==> src/rtl/rx_fifo_ctrl.sv <==
// Receive-buffer controller: circular FIFO of received words plus their framing bit,
// popped by APB data reads, with sticky overrun / framing-error status for software.
module rx_fifo_ctrl #(
    parameter int DEPTH  = 8,
    parameter int DATA_W = 8
) (
    input  logic                         clk,
    input  logic                         rst,
    input  logic                         load_buffer,
    input  logic [DATA_W-1:0]            rx_data,
    input  logic                         rx_framing_error,
    input  logic                         read_req,
    input  logic                         clear_errors,
    output logic [DATA_W-1:0]            rd_data,
    output logic                         rd_ferr,
    output logic                         data_ready,
    output logic                         fifo_full,
    output logic [$clog2(DEPTH+1)-1:0]   count,
    output logic                         overrun_error,
    output logic                         framing_error_flag
);

    localparam int PTR_W = $clog2(DEPTH);
    localparam int CNT_W = $clog2(DEPTH + 1);
    localparam logic [CNT_W-1:0] CNT_FULL = CNT_W'(DEPTH);
    localparam logic [CNT_W-1:0] CNT_ONE  = CNT_W'(1);
    localparam logic [PTR_W-1:0] PTR_ONE  = PTR_W'(1);

    logic [DATA_W:0]    mem_q [DEPTH];
    logic [DATA_W:0]    wr_entry_d;
    logic [DATA_W:0]    head;

    logic [PTR_W-1:0]   wr_ptr_q, wr_ptr_d;
    logic [PTR_W-1:0]   rd_ptr_q, rd_ptr_d;
    logic [CNT_W-1:0]   count_q, count_d;
    logic               ovr_q, ovr_d;
    logic               ferr_flag_q, ferr_flag_d;

    logic               empty;
    logic               full;
    logic               push_ok;
    logic               pop_ok;

    assign empty = (count_q == '0);
    assign full  = (count_q == CNT_FULL);

    always_comb begin
        pop_ok      = read_req && !empty;
        // A full FIFO still takes a push when a pop frees the head slot in the same cycle.
        push_ok     = load_buffer && (!full || pop_ok);
        wr_entry_d  = {rx_framing_error, rx_data};

        wr_ptr_d    = wr_ptr_q;
        rd_ptr_d    = rd_ptr_q;
        count_d     = count_q;

        if (push_ok) begin
            wr_ptr_d = wr_ptr_q + PTR_ONE;
        end
        if (pop_ok) begin
            rd_ptr_d = rd_ptr_q + PTR_ONE;
        end

        case ({push_ok, pop_ok})
            2'b10:   count_d = count_q + CNT_ONE;
            2'b01:   count_d = count_q - CNT_ONE;
            default: count_d = count_q;
        endcase

        // Set wins over a simultaneous clear.
        ovr_d       = (load_buffer && !push_ok) || (ovr_q && !clear_errors);
        ferr_flag_d = (push_ok && rx_framing_error) || (ferr_flag_q && !clear_errors);
    end

    always_ff @(posedge clk or posedge rst) begin
        if (rst) begin
            wr_ptr_q    <= '0;
            rd_ptr_q    <= '0;
            count_q     <= '0;
            ovr_q       <= 1'b0;
            ferr_flag_q <= 1'b0;
        end else begin
            wr_ptr_q    <= wr_ptr_d;
            rd_ptr_q    <= rd_ptr_d;
            count_q     <= count_d;
            ovr_q       <= ovr_d;
            ferr_flag_q <= ferr_flag_d;
        end
    end

    // Storage is deliberately left unreset; count and pointers define what is valid.
    always_ff @(posedge clk) begin
        if (push_ok) begin
            mem_q[wr_ptr_q] <= wr_entry_d;
        end
    end

    assign head = mem_q[rd_ptr_q];

    always_comb begin
        rd_data = '0;
        rd_ferr = 1'b0;
        if (!empty) begin
            rd_data = head[DATA_W-1:0];
            rd_ferr = head[DATA_W];
        end
    end

    assign data_ready         = !empty;
    assign fifo_full          = full;
    assign count              = count_q;
    assign overrun_error      = ovr_q;
    assign framing_error_flag = ferr_flag_q;

endmodule

==> config.mk <==
export PLATFORM = sky130hd
export DESIGN_NAME = rx_fifo_ctrl
export DESIGN_NICKNAME = d
export VERILOG_FILES = /design/src/rtl/rx_fifo_ctrl.sv
export SDC_FILE = /design/constraint.sdc
export NUM_CORES = 1
export LEC_CHECK = 0
export BUFFER_PORTS_ARGS = -buffer_cell sky130_fd_sc_hd__buf_2
export CAP_MARGIN = 20
export CORE_MARGIN = 1.5
export CORE_UTILIZATION = 50
export CTS_CLUSTER_DIAMETER = 150
export DETAILED_ROUTE_END_ITERATION = 12
export PLACE_DENSITY_LB_ADDON = 0.12
export SYNTH_ARGS = -nofsm -noshare
export SYNTH_HDL_FRONTEND = slang
export SYNTH_SLANG_ARGS = --single-unit
export TNS_END_PERCENT = 10
==> constraint.sdc <==
create_clock -name clk -period 3.8 [get_ports clk]
set_clock_uncertainty 0.1 [all_clocks]
set_input_delay 0.38 -clock clk [delete_from_list [all_inputs] [get_ports clk]]
set_output_delay 0.38 -clock clk [all_outputs]
set_load 0.01 [all_outputs]
-- After elaboration in Yosys (flattened, before gate mapping)
Memory sizes are Yosys's and may differ from the RTL's.
Index checks and enable logic that the tools add are counted.
Widths: inputs -> output; s select.
- $lt $le $gt $ge: 0
- $add $sub $neg: 4
- eq/ne operators: 3
- reductions and logical operators: 15
- bitwise logic cells: 0
- multiplexer cells: 5
- divide/modulo/power cells: 0
- multiply operators: 0
- shift-type cells: 0
- operators by type and width (kind ; count):
    $mux 8 ; 1
    $pmux 4 s2 ; 1
    $add 3x1->3 const B ; 2
    $logic_and 1x1->1 ; 6
    $add 4x1->4 const B ; 1
    $eq 4x4->1 const B ; 1
    $logic_not 1->1 ; 4
    $logic_not 4->1 ; 1
    $sub 4x1->4 const B ; 1
    $logic_or 1x1->1 ; 3
    $mux 1 ; 3
    $eq 2x1->1 const B ; 1
    $eq 2x2->1 const B ; 1
    $reduce_bool 2->1 ; 1
- memory bits (read-only): 0
- bits in writable memories: 72
- register bits: 12
- latch bits: 0
- memories kept: 1
- word-level logic and storage cells: 33
- memory list (memory ; words ; width ; rd ports ; clocked after memory_dff ; write ports ; line ; text):
    mem_q ; 8 ; 9 ; 1 ; 0 ; 1 ; 29 ; logic [DATA_W:0] mem_q [DEPTH];

-- Longest topological paths before layout
- depth in word-level cells: 8
- depth in mapped cells: 10
- gate-level depth less buffers: 10

-- Least setup slack after synthesis
OpenSTA, ideal clock, no wires.
- path type: reg2reg
- from: reg count_q[0] (netlist: count[0])
- to: reg count_q[3] (netlist: count[3])
- arrival: 2.587 ns
- data required time: 3.576 ns
- stages on the path, launching flop included: 11
- setup slack: 0.990 ns
- setup time: 0.124 ns
- clock period less this slack: 2.810 ns
- cells stage by stage: dfrtp_1 -> or3_4 -> nor2_4 -> inv_2 -> nand2_1 -> nor2_1 -> ha_1 -> a21o_1 -> a21oi_1 -> mux2_2 -> a211o_1
- cells in the longest elaborated chain, start to end: 7
- ends and longest elaborated chain (what ; line ; text):
    from (decl) ; 35 ; logic [CNT_W-1:0] count_q, count_d;
    from (signal assigned) ; 85 ; count_q <= count_d;
    $logic_not 4->1 * ; 44 ; assign empty = (count_q == '0);
    $logic_not 1->1 * ; - ;
    net data_ready ; 16 ; output logic data_ready,
    $logic_and 1x1->1 * ; 48 ; pop_ok = read_req && !empty;
    $logic_or 1x1->1 ; 50 ; push_ok = load_buffer && (!full || pop_ok);
    $logic_and 1x1->1 ; 50 ;
    $eq 2x1->1 or $eq 2x2->1 (tied branches) ; 64 ; case ({push_ok, pop_ok})
    $pmux 4 s2 or $reduce_bool 2->1 (tied branches) ; - ;
Mark *: on every way through the listed nets, which the timed path passes. The rest lies on a longest branch.
A chain may end at the register's enable or synchronous reset.

-- Worst setup path after layout
- from: reg count_q[0] (netlist: count[0])
- to: reg count_q[3] (netlist: count[3])
- cells in the longest elaborated chain, start to end: 7
- ends and longest elaborated chain (what ; line):
    $logic_not 4->1 ; 44
    $logic_not 1->1 ; 48
    $logic_and 1x1->1 ; 48
    $logic_or 1x1->1 ; 50
    $logic_and 1x1->1 ; 50
    $eq 2x1->1 or $eq 2x2->1 (tied branches) ; 64
    $pmux 4 s2 or $reduce_bool 2->1 (tied branches) ; -
Parallel ways exist; a longest one is shown, timed or not.

==> impl_metrics.py <==
metrics = {
    "clocking": {
        "cts_tree": "built",
        "clkTransAtPathRegs_ns": 0.09,
        "numCtsBuffers": 9,
        "cts_sinks": 84,
        "clkLatencyLatePin_ns": 0.34,
        "htree_levels": 3,
        "post_cts_buffers": 0,
        "root_buffer": "clkbuf_8",
        "clock_path_buffers": 2,
    },
    "worst_setup_path": {
        "setup.worst_path.start": "count[0]",
        "arrival_ns": 3.19,
        "rr_startpoint": "count[0]",
        "cp_top_family": "simple AND/OR/NAND/NOR gates",
        "crit_slowest_cell": "or3_4",
        "critPathCaptureType": "flop",
        "path_buf_inv": 1,
        "crit_chain": "or3_4, nor2_4, inv_2, nand2_1, nor2_1, ha_1, a21o_1, a21oi_1, mux2_2, a211o_1",
        "critPathLaunchType": "flop",
        "reg2reg_setup_slack_ns": 0.74,
        "crit_fanout": 10,
        "crit_path_max_incr_delay_ns": 0.45,
        "worst_ep_required_time_ns": 3.93,
        "path_class": "reg -> reg",
    },
    "placement": {
        "dp.final_hpwl_mm": 4.16,
        "placement.io_buffers": 30,
        "finalWeightedCongestion": 0.778,
    },
    "cells_and_area": {
        "finish.utilization": 0.593,
        "fill_cells": 522,
        "seqCellArea_um2": 2460,
        "area_growth_pct": 14.9,
        "antenna_cells": 0,
        "fin_nets": 251,
        "drive_above_1_share": 0.363,
        "multiInputGateArea_um2": 973,
    },
    "power": {
        "ir_drop_v": 0.000373,
        "powerDensity_nw_per_um2": 758,
        "p_leak_nw": 1.47,
    },
    "sta": {
        "finalMaxSlewViolations": 0,
        "tns_ns": 0,
        "setup_viol": 0,
        "fmax_mhz": 327,
        "worstMarginPinSlew_ns": 0.945,
        "rsz0062_at_grt": "no",
        "slew_headroom": 0.370,
        "hold_viol_final": 0,
        "period_needed_ns": 3.06,
        "holdWs_ns": 0.188,
        "fin_crit_sh": 0.804,
    },
    "floorplanning": {
        "core.rowCount": 30,
        "io_pins": 31,
        "dieWidth_um": 86.5,
        "start_util": 0.516,
        "die_area_um2": 7480,
        "die_h_um": 86.5,
        "core_area_um2": 6760,
    },
    "logic_synthesis": {
        "synth_edf_count": 72,
        "ys.flop_type": "edfxtp_1",
        "synth_cell_types": 38,
        "syn_nets": 209,
        "ys_seq_elements": 84,
        "syn_inst": 190,
        "yosysSeqAreaShare": 0.706,
        "yosysWarnings": 0,
        "avgSynthCellArea_um2": 18.4,
        "syn_area_um2": 3490,
        "synthArstFlopShare": 0.143,
    },
    "drt": {
        "final_antenna_net_count": 0,
        "wire_per_inst_um": 20.7,
        "vias": 1799,
        "drcViolationCount": 0,
        "via_per_inst": 5.68,
        "first_pass_iters": 4,
        "drt_iter0_drc": 103,
        "drt_wl_total_mm": 6.57,
    },
    "run": {
        "maxCapViolCount": 0,
    },
    "global_route": {
        "grt_usage": 0.196,
        "grt_pass1_vias": 1932,
        "grt_pass1_wl_mm": 10.3,
        "grt_max_degree": 21,
        "antenna_found_initial": 0,
        "overflow": 0,
    },
    "run_status": {
        "outcome": "finished, final reports clean",
    },
    "hold_path": {
        "hold_start": "rx_data[6]",
        "hp-class": "in -> reg",
    },
}
-- cell families after synthesis --
logic type      after synthesis  share of synthesized area
buf+inv                      15                     0.0183
xor+xnor                      7                     0.0176
compound gates               10                     0.0248
fa+ha+maj                     5                     0.0201
simple gates                 38                     0.0585
flops                        84                      0.706
mux                          31                      0.155
-- area by class of cell --
cell class | count | share of cell area
clock buffer | 9 | 0.0309
clock inverter | 7 | 0.0240
inverter | 6 | 0.00562
multi-input combinational | 91 | 0.243
sequential | 84 | 0.615
tap | 80 | 0.0250
timing repair buffer | 40 | 0.0568
-- synthesized netlist by cell type (2+ instances only) --
library cell   n  area share
a21oi_1        2      0.0029
buf_1          3      0.0032
buf_2          2      0.0029
clkbuf_1       2      0.0022
dfrtp_1       12       0.086
edfxtp_1      72        0.62
ha_1           4       0.014
inv_1          5      0.0054
mux2_2         2      0.0065
mux2i_1       10       0.029
mux4_2        18        0.12
nand2_1       10       0.011
nand2b_1       2      0.0036
nor2_1        11       0.012
nor3_1         4      0.0057
nor3b_1        2      0.0043
nor4b_1        2      0.0050
or2_2          2      0.0036
xnor2_1        6       0.015
-- state kept, by name, indices dropped and copies added, names as in the netlist --
name,flops
count,4
framing_error_flag,1
mem_q,72
overrun_error,1
rd_ptr_q,3
wr_ptr_q,3
-- repair_timing --
item	CTS	global route
hold endpoints to repair	12	0
hold buffers	1	0
gates resized for setup	0	0
-- metrics by stage --
step	total power [mW]	instances	setup slack, ns	cell area (um^2)
final	3.04	317	0.744	4010
after detailed placement	2.38	300	0.708	3780
after floorplan	2.03	190	0.990	3490
after CTS	3.08	317	0.722	4010
after global placement	2.33	300	0.866	3780
after global routing	3.22	317	0.579	4010
-- power breakdown --
part / switching (mW) / internal, mW / total, mW
clock network: 0.329 / 0.374 / 0.702
registers: 0.183 / 1.18 / 1.36
logic: 0.476 / 0.502 / 0.978
-- final timing paths --
kind / endpoint / cells after the start
worst min-delay path: mem_q[1][6] / 1
worst max-delay path: count[3] / 10
worst min register to register: overrun_error / 1
max in group asynchronous: rd_ptr_q[2] / 3
worst max register to register: count[3] / 10
min in group asynchronous: wr_ptr_q[1] / 3
-- metal layers --
| layer | GRT usage | routed length [um] | vias to the layer above |
|---|---|---|---|
| li1 | - | - | 825 |
| met1 | 0.248 | 2810 | 926 |
| met2 | 0.328 | 3420 | 35 |
| met3 | 0.0486 | 218 | 13 |
| met4 | 0.0748 | 114 | 0 |
| met5 | 0 | 0 | - |
-- layout by cell type (no fill, tap or decap), drive strengths merged --
cell and instances:
nor3 4, mux2 3, a22o 1, or4b 1, a21o 1, or2 2, fa 1, mux2i 10
nor3b 2, nor4b 2, edfxtp 72, o22ai 1, a21oi 2, inv 8, nand2b 2, a211o 1
o21a 1, nor2 12, xor2 1, clkinv 3, xnor2 6, nor4 1, clkbuf 9, bufinv 2
o2bb2ai 1, mux4 18, dfrtp 12, buf 39, nand3 1, ha 4, or3 1, dlygate4sd3 1
o21ai 1, a31oi 1, nand2 10
(Power assumes the default switching activity.)
